==> src/rtl/z3_busmaster_arbiter_pkg.sv <==
// Shared definitions for the Zorro III bus-master arbiter: state encodings,
// parameter defaults and the counter-width helper.
package z3_busmaster_arbiter_pkg;

    typedef enum logic [2:0] {
        ARB_IDLE      = 3'd0,
        ARB_REQ       = 3'd1,
        ARB_WAIT_FREE = 3'd2,
        ARB_OWN       = 3'd3,
        ARB_RELEASE   = 3'd4
    } arb_state_e;

    localparam int GRANT_TIMEOUT_DEF = 255;
    localparam int MAX_TENURE_DEF    = 64;
    localparam int HOLDOFF_DEF       = 2;

    // One spare bit so the terminal value itself is representable.
    function automatic int cnt_width(input int n);
        return $clog2(n) + 1;
    endfunction

endpackage

==> src/rtl/z3_busmaster_arbiter_sat_counter.sv <==
// Saturating up-counter with synchronous clear; holds at MAX instead of wrapping.
module sat_counter #(
    parameter int          WIDTH = 8,
    parameter int unsigned MAX   = 255
) (
    input  logic             CLK,
    input  logic             IORST_n,
    input  logic             i_clr,
    input  logic             i_en,
    output logic [WIDTH-1:0] o_count
);

    localparam logic [WIDTH-1:0] MAX_V = WIDTH'(MAX);

    logic [WIDTH-1:0] r_count;

    // NOTE: sequential state is written with <= only, so every flop samples pre-edge values.
    always_ff @(posedge CLK or negedge IORST_n) begin
        if (!IORST_n) begin
            r_count <= '0;
        end else if (i_clr) begin
            r_count <= '0;
        end else if (i_en && (r_count != MAX_V)) begin
            r_count <= r_count + 1'b1;
        end
    end

    assign o_count = r_count;

endmodule

==> src/rtl/z3_busmaster_arbiter.sv <==
// Arbitrates between the NCR SCSI core's bus requests and Zorro III bus
// ownership: request, wait for the bus to go free, own it, then hold off.
module z3_busmaster_arbiter
    import z3_busmaster_arbiter_pkg::*;
#(
    parameter int GRANT_TIMEOUT = GRANT_TIMEOUT_DEF,
    parameter int MAX_TENURE    = MAX_TENURE_DEF,
    parameter int HOLDOFF       = HOLDOFF_DEF
) (
    input  logic CLK,
    input  logic IORST_n,
    input  logic SBR,
    output logic SBG,
    output logic BR_n,
    input  logic BG_n,
    input  logic FCS_n,
    input  logic DTACK_n,
    input  logic BERR_n,
    input  logic LOCK,
    input  logic slave_busy,
    output logic MASTER,
    output logic grant_timeout
);

    localparam int WAIT_W = cnt_width(GRANT_TIMEOUT);
    localparam int TEN_W  = cnt_width(MAX_TENURE);

    localparam logic [WAIT_W-1:0] GT_LAST   = WAIT_W'(GRANT_TIMEOUT);
    localparam logic [WAIT_W-1:0] HOLD_LAST = WAIT_W'(HOLDOFF - 1);
    localparam logic [TEN_W-1:0]  TEN_MAX   = TEN_W'(MAX_TENURE);

    arb_state_e        r_state;
    arb_state_e        w_next_state;
    logic              r_run;
    logic              r_br_n;
    logic              r_sbg;
    logic              r_master;
    logic              r_grant_timeout;
    logic              w_timeout;
    logic              w_wait_clr;
    logic              w_ten_clr;
    logic [WAIT_W-1:0] w_wait_cnt;
    logic [TEN_W-1:0]  w_tenure_cnt;

    // The wait counter times both the grant wait in REQ and the holdoff in RELEASE.
    assign w_wait_clr = (w_next_state != r_state) ||
                        !(r_state inside {ARB_REQ, ARB_RELEASE});
    assign w_ten_clr  = (r_state != ARB_OWN);

    sat_counter #(.WIDTH(WAIT_W), .MAX(GRANT_TIMEOUT)) u_wait_cnt (
        .CLK     (CLK),
        .IORST_n (IORST_n),
        .i_clr   (w_wait_clr),
        .i_en    (1'b1),
        .o_count (w_wait_cnt)
    );

    sat_counter #(.WIDTH(TEN_W), .MAX(MAX_TENURE)) u_tenure_cnt (
        .CLK     (CLK),
        .IORST_n (IORST_n),
        .i_clr   (w_ten_clr),
        .i_en    (1'b1),
        .o_count (w_tenure_cnt)
    );

    always_comb begin
        // NOTE: defaults first so no path through this block leaves a signal unassigned (no latch).
        w_next_state = r_state;
        w_timeout    = 1'b0;
        if (r_run) begin
            unique case (r_state)
                ARB_IDLE: begin
                    if (SBR && !slave_busy) w_next_state = ARB_REQ;
                end
                ARB_REQ: begin
                    if (!BG_n) begin
                        w_next_state = ARB_WAIT_FREE;
                    end else if (!SBR) begin
                        w_next_state = ARB_RELEASE;
                    end else if (w_wait_cnt == GT_LAST) begin
                        w_next_state = ARB_RELEASE;
                        w_timeout    = 1'b1;
                    end
                end
                ARB_WAIT_FREE: begin
                    if (FCS_n && DTACK_n) w_next_state = ARB_OWN;
                end
                ARB_OWN: begin
                    // A bus error aborts at once; otherwise the cycle in flight must finish.
                    if (!BERR_n) begin
                        w_next_state = ARB_RELEASE;
                    end else if (FCS_n && (!SBR || ((w_tenure_cnt == TEN_MAX) && !LOCK))) begin
                        w_next_state = ARB_RELEASE;
                    end
                end
                ARB_RELEASE: begin
                    if (w_wait_cnt == HOLD_LAST) w_next_state = ARB_IDLE;
                end
                default: w_next_state = ARB_IDLE;
            endcase
        end
    end

    // Outputs are registered from the next state so they change together with it.
    // r_run holds the FSM for one edge after reset release.
    always_ff @(posedge CLK or negedge IORST_n) begin
        if (!IORST_n) begin
            r_state         <= ARB_IDLE;
            r_run           <= 1'b0;
            r_br_n          <= 1'b1;
            r_sbg           <= 1'b0;
            r_master        <= 1'b0;
            r_grant_timeout <= 1'b0;
        end else begin
            r_run           <= 1'b1;
            r_state         <= w_next_state;
            r_br_n          <= !(w_next_state inside {ARB_REQ, ARB_WAIT_FREE, ARB_OWN});
            r_sbg           <= (w_next_state == ARB_OWN);
            r_master        <= (w_next_state == ARB_OWN);
            r_grant_timeout <= w_timeout;
        end
    end

    assign BR_n          = r_br_n;
    assign SBG           = r_sbg;
    assign MASTER        = r_master;
    assign grant_timeout = r_grant_timeout;

endmodule

==> config.mk <==
export PLATFORM = sky130hd
export DESIGN_NAME = z3_busmaster_arbiter
export DESIGN_NICKNAME = d
export VERILOG_FILES = /design/src/rtl/z3_busmaster_arbiter_pkg.sv /design/src/rtl/z3_busmaster_arbiter_sat_counter.sv /design/src/rtl/z3_busmaster_arbiter.sv
export SDC_FILE = /design/constraint.sdc
export NUM_CORES = 1
export LEC_CHECK = 0
export CAP_MARGIN = 25
export CORE_ASPECT_RATIO = 0.9
export CORE_MARGIN = 4
export CORE_UTILIZATION = 35
export CTS_CLUSTER_SIZE = 30
export DETAILED_ROUTE_END_ITERATION = 16
export SETUP_SLACK_MARGIN = 0.3
export SYNTH_ARGS = -nofsm -noshare
export SYNTH_HDL_FRONTEND = slang
export SYNTH_SLANG_ARGS = --single-unit
==> constraint.sdc <==
create_clock -name CLK -period 2.5 [get_ports CLK]
set_input_delay 0.5 -clock CLK [delete_from_list [all_inputs] [get_ports CLK]]
set_output_delay 0.5 -clock CLK [all_outputs]
set_load 0.005 [all_outputs]
# Word-level counts from Yosys, hierarchy flattened
# Cells that the tools add are included.
[word_totals]
reg_bits = 23
latchBits = 0
ram_bits = 0
mem_bits_ro = 0
input_bits = 9
output_inout_bits = 4
elab_cells = 58
memories = 0
[classes]
addsub = 2
multipliers = 0
div = 0
magnitude_cmp = 0
n_eq_ne = 14
n_shift = 0
muxes = 19
n_bitwise = 0
reduce_logical = 16
[op_table]
columns = ["operator", "n"]
rows = [
  ["3-bit two-way mux", 9],
  ["9-bit two-way mux", 2],
  ["3-bit case mux with 5 select lines", 1],
  ["7-bit two-way mux", 2],
  ["3-bit by 2-bit == test with 1-bit output, second input constant", 4],
  ["9-bit by 1-bit adder with 9-bit output, second input constant", 1],
  ["9-bit by 1-bit == test with 1-bit output, second input constant", 1],
  ["9-bit by 8-bit == test with 1-bit output, second input constant", 1],
  ["9-bit by 8-bit != test with 1-bit output, second input constant", 1],
  ["7-bit by 1-bit adder with 7-bit output, second input constant", 1],
  ["7-bit == test, second input constant", 1],
  ["7-bit != test, second input constant", 1],
  ["3-bit by 1-bit == test with 1-bit output, second input constant", 2],
  ["2-bit nonzero test", 3],
  ["1-bit logical NOT", 5],
  ["1-bit two-way mux", 5],
  ["1-bit logical AND", 4],
  ["3-bit == test, second input constant", 1],
  ["3-bit logical NOT", 1],
  ["3-bit by 2-bit != test with 1-bit output, second input constant", 1],
  ["3-bit != test", 1],
  ["3-bit nonzero test", 1],
  ["1-bit logical OR", 2],
]

# Logic depth before layout (Yosys ltp)
[depth]
word_depth = 11
ltp_mapped = 9
mapped_depth_nobuf = 8

# Cells and area by module
# From an unflattened synthesis, not the netlist that was laid out.
[unflattened]
cells_unflattened = 143
hier_area_um2 = 1355.0
[modules_own_cells]
columns = ["module", "instances", "cells_per_inst", "area_per_inst_um2", "seq_area_each_um2"]
rows = [
  ["z3_busmaster_arbiter", 1, 52, 464.2, 176.4],
  ["sat_counter at u_wait_cnt", 1, 46, 457.9, 225.2],
  ["sat_counter at u_tenure_cnt", 1, 45, 432.9, 175.2],
]

# Worst setup path after synthesis
# Ideal clock, no wire load.
[synth_timing]
kind = "reg2reg"
from = "register u_wait_cnt.r_count[0], in the netlist u_wait_cnt.o_count[0]"
to = "register u_wait_cnt.r_count[6], in the netlist u_wait_cnt.o_count[6]"
setup_time_ns = 0.131
arrival_time_ns = 1.690
required_ns = 2.369
path_slack_ns = 0.679
path_stages_with_launch = 9
n_path_buf = 1
synth_period_minus_slack_ns = 1.821
cell_sequence = "dfrtp_1 ha_1 nand3_1 nor2_1 ha_1 clkbuf_1 nor4b_1 xnor2_1 nor2_1"
[synth_via]
elab_chain_len = 9
word_cells_on_any_way = 15
cone_classes = "add/sub: 1; eq/ne: 4; mux: 8; reduce/logical: 2"
[synth_rtl]
columns = ["element", "line", "text"]
rows = [
  ["start, declared", "z3_busmaster_arbiter_sat_counter.sv:15", "logic [WIDTH-1:0] r_count;"],
  ["start signal, assigned", "z3_busmaster_arbiter_sat_counter.sv:24", "r_count <= r_count + 1'b1;"],
  ["9-bit by 8-bit == test with 1-bit output", "z3_busmaster_arbiter.sv:80", "end else if (w_wait_cnt == GT_LAST) begin"],
  ["3-bit two-way mux", "z3_busmaster_arbiter.sv:80", ""],
  ["3-bit two-way mux", "z3_busmaster_arbiter.sv:78", "end else if (!SBR) begin"],
  ["3-bit two-way mux", "z3_busmaster_arbiter.sv:76", "if (!BG_n) begin"],
  ["3-bit case mux with 5 select lines", "z3_busmaster_arbiter.sv:71", "unique case (r_state)"],
  ["3-bit two-way mux", "z3_busmaster_arbiter.sv:70", "if (r_run) begin"],
  ["3-bit != test", "z3_busmaster_arbiter.sv:46", "assign w_wait_clr = (w_next_state != r_state) ||"],
  ["1-bit logical OR", "z3_busmaster_arbiter.sv:46", ""],
  ["9-bit two-way mux / 2-bit nonzero test (equally long branches)", "-", ""],
]
# Several ways; a longest one is shown, not always the timed one. The select of a mux whose other input is x is not followed.
# A chain may end at the register's enable or synchronous reset.

# Final worst setup path
[layout_timing]
from = "register u_wait_cnt.r_count[0], in the netlist u_wait_cnt.o_count[0]"
to = "register u_wait_cnt.r_count[5], in the netlist u_wait_cnt.o_count[5]"
# Same word-level chain as after synthesis.

==> qor_table.md <==
| Metric | Value | Unit |
| --- | --- | --- |
| Launching element type of the critical path | register | - |
| FFs w/ async S/R, synth | 1.000 | - |
| Unrepaired setup endpoints after global routing | no | - |
| Number of nets in the final layout | 158 | - |
| Number of global-route vias before repair | 924 | - |
| Initial Util | 0.3734 | - |
| Growth of design area from synthesis to finish | 15.22 | % |
| Highest achievable clock rate | 511.1 | MHz |
| Core Region | 0.003478 | sq mm |
| Number of register bits inferred by synthesis | 23 | - |
| Maximum buffer depth of the clock tree | 2 | - |
| Max rail drop VDD | 0.2520 | mV |
| Total placed cells including tap cells | 183 | - |
| Insertion delay to the later sink of the worst-skew pair | 260 | ps |
| Commonest non-fill, non-tap cells in the layout | 23 x nor2_1, 22 x dfrtp_1, 12 x clkdlybuf4s50_1 | - |
| Register area share after synthesis | 0.4441 | - |
| Critical path peak fanout | 9 | - |
| Cell types with the largest area share after synthesis | dfrtp_1 42%, nor2_1 6.6%, ha_1 4.8% | - |
| Post-DP HPWL | 1738 | microns |
| Count of yosys warnings during synthesis | 0 | - |
| Worst Clk Skew | 4.297 | ps |
| Hold-fix buffers, CTS | 0 | - |
| Pin count of the biggest net entering global routing | 24 | - |
| Arrival time reported for the critical path endpoint | 2090 | ps |
| Family of cells with the greatest summed delay on the critical path | simple AND/OR/NAND/NOR gates | - |
| Residual DRC | 0 | - |
| Clock input transition at the sequential cells of the worst setup and hold paths | 80 | ps |
| Synth top area share | 0.4239 | - |
| I/O Buffers | 12 | - |
| Num CTS Buffers | 3 | - |
| Post-Route Setup TNS | 0 | ps |
| Class of the most critical hold timing path | reg -> reg | - |
| H-tree levels | 1 | - |
| Prevailing post-synth register cell | dfrtp_1 | - |
| Number of buffer and inverter instances along the worst setup path | 1 | - |
| Die outline width | 72.21 | microns |
| First-pass GRT wire length | 4374 | microns |
| PwrDens | 707.1 | mW/mm^2 |
| Shortest clock period the worst path allows after layout | 1957 | ps |
| Number of cells in the finished layout apart from fillers | 187 | - |
| Routability congestion estimate | 0.7875 | - |
| Layout cell share with drive strength beyond 1 | 0.07692 | - |
| Final max-slew violation count | 0 | - |
| Path type of the worst setup path | reg -> reg | - |
| Final Setup Violations | 0 | - |
| Row cnt | 20 | - |
| Peak per-stage delay on the critical path | 430 | ps |
| Cells after Synth | 131 | - |
| Antenna violations before repair | 0 | - |
| Crit-path slowest cell | dfrtp_1 | - |
| Die extent in y | 65.79 | microns |
| Count of pins on the block boundary | 13 | - |
| Number of iterations in the first detailed-routing pass | 4 | - |
| Lkg Pwr | 0.6058 | nW |
| Die area | 0.004751 | sq mm |
| Min Hold Slack | 545.7 | ps |
| Vias | 937 | - |
| Antenna diodes | 0 | - |
| Number of synthesized flops with an enable pin | 0 | - |
| Commonest non-fill, non-tap cell in the layout | nor2_1 | - |
| Total nets after synthesis | 145 | - |
| Hold Vio Cnt, Final | 0 | - |
| Post-synthesis cell type count | 41 | - |
| Mean Syn Cell Area | 9.914 | sq um |
| Leftover overflow at the end of global routing | 0 | - |
| TritonCTS clock tree | yes | - |
| Cell with the most instances on the worst path | nor2_1 | - |
| Power Total | 1.058 | mW |
| Iteration-0 DRC Markers | 62 | - |
| Clock tree sinks | 23 | - |
| Combined area of all synthesized cells | 0.001299 | sq mm |
| Maximum Capacitance Violations | 0 | - |
| Post-synth top area cell | dfrtp_1 | - |
| CP endpoint kind | register | - |
| Routed wirelength normalized by instance count | 12.67 | microns |
| Data required time of the worst path | 2640 | ps |
| Critical Path, Cell by Cell | ha_1 -> nand3_1 -> nor2_1 -> ha_1 -> buf_4 -> nand4b_1 -> nor2_1 -> xnor2_1 -> nor2_1 | - |
| Crit share post-route | 0.7827 | - |
| Result of the run | finished clean | - |
| Cell at the root of the clock tree | clkbuf_8 | - |
| Postcts setup bufs | 0 | - |
| Wire length reported by the detailed router | 2370 | microns |
| Gr usage total | 0.1163 | - |
| Number of routed nets with antenna violations | 0 | - |
| Final WS setup | 543.3 | ps |
| Pre-CTS setup slack | 366.7 | ps |
| Count of cells resized by post-cts repair | 0 | - |
| Vias per inst | 5.011 | - |
-- worst reg2reg max path: stages, from the launching register on --
cell,delay [ps]
dfrtp_1,430
ha_1,260
nand3_1,100
nor2_1,40
ha_1,230
buf_4,190
nand4b_1,240
nor2_1,170
xnor2_1,130
nor2_1,50
-- through the flow --
stage / util / instance area [sq um]
floorplan: - / 1299
global placement: 0.4173 / 1451
detailed placement: 0.4173 / 1451
CTS: 0.4302 / 1496
global route: 0.4302 / 1496
finish: 0.4302 / 1496
-- path summary, 6_finish.rpt --
check | start | to | slack, ps | cells after the start
worst max-delay path | u_wait_cnt.o_count[0] | u_wait_cnt.o_count[5] | 540 | 9
worst min-delay path | u_tenure_cnt.o_count[6] | u_tenure_cnt.o_count[6] | 550 | 2
worst max register to register | u_wait_cnt.o_count[0] | u_wait_cnt.o_count[5] | 540 | 9
worst min register to register | u_tenure_cnt.o_count[6] | u_tenure_cnt.o_count[6] | 550 | 2
max in group asynchronous | IORST_n | BR_n | 1630 | 2
min in group asynchronous | IORST_n | u_tenure_cnt.o_count[5] | 590 | 2
-- cells by family after synthesis --
family | count (synthesis) | synth area share
AND/OR/NAND/NOR | 59 | 0.2621
flip-flops | 23 | 0.4441
AO/OA/AOI/OAI | 17 | 0.1050
buffers and inverters | 13 | 0.04913
XOR/XNOR | 12 | 0.08092
adder cells (fa/ha/maj) | 5 | 0.04817
other | 1 | 0.002887
multiplexers | 1 | 0.007707
-- power by group --
group / internal, mW / switching, mW
combinational: 0.165 / 0.150
clock: 0.114 / 0.113
sequential: 0.425 / 0.0907
-- state kept, by name, summed over array words and instances (netlist names) --
signal                cells
r_state                   3
grant_timeout             1
u_tenure_cnt.o_count      7
MASTER                    1
u_wait_cnt.o_count        9
r_run                     1
BR_n                      1
-- synth_stat cells, types with 2 or more instances --
library cell / n
dfrtp_1: 22
nand4b_1: 3
buf_2: 3
a211oi_1: 2
nand3_1: 4
xnor2_1: 7
nor3_1: 2
nor2_1: 23
nor4_1: 2
nand2b_1: 4
xor2_1: 5
nand3b_1: 4
nor2b_1: 3
nand2_1: 5
a21oi_1: 4
inv_1: 7
nor4bb_1: 2
nor4b_1: 2
ha_1: 5
-- metal layers --
| metal | share of wire | track usage | vias up |
|---|---|---|---|
| li1 | - | - | 481 |
| met1 | 0.50 | 0.1665 | 441 |
| met2 | 0.45 | 0.1727 | 13 |
| met3 | 0.036 | 0.03191 | 2 |
| met4 | 0.0080 | 0.02817 | 0 |
| met5 | 0 | 0 | - |
-- layout make-up --
cell class	count	area (sq um)
inverters	7	26.28
well taps	44	55.05
repair buffers	14	135.1
clock buffers	4	45.04
multi-input cells	95	658.1
flip-flops and latches	23	576.8
fillers	351	1982
(Power assumes the default switching activity.)
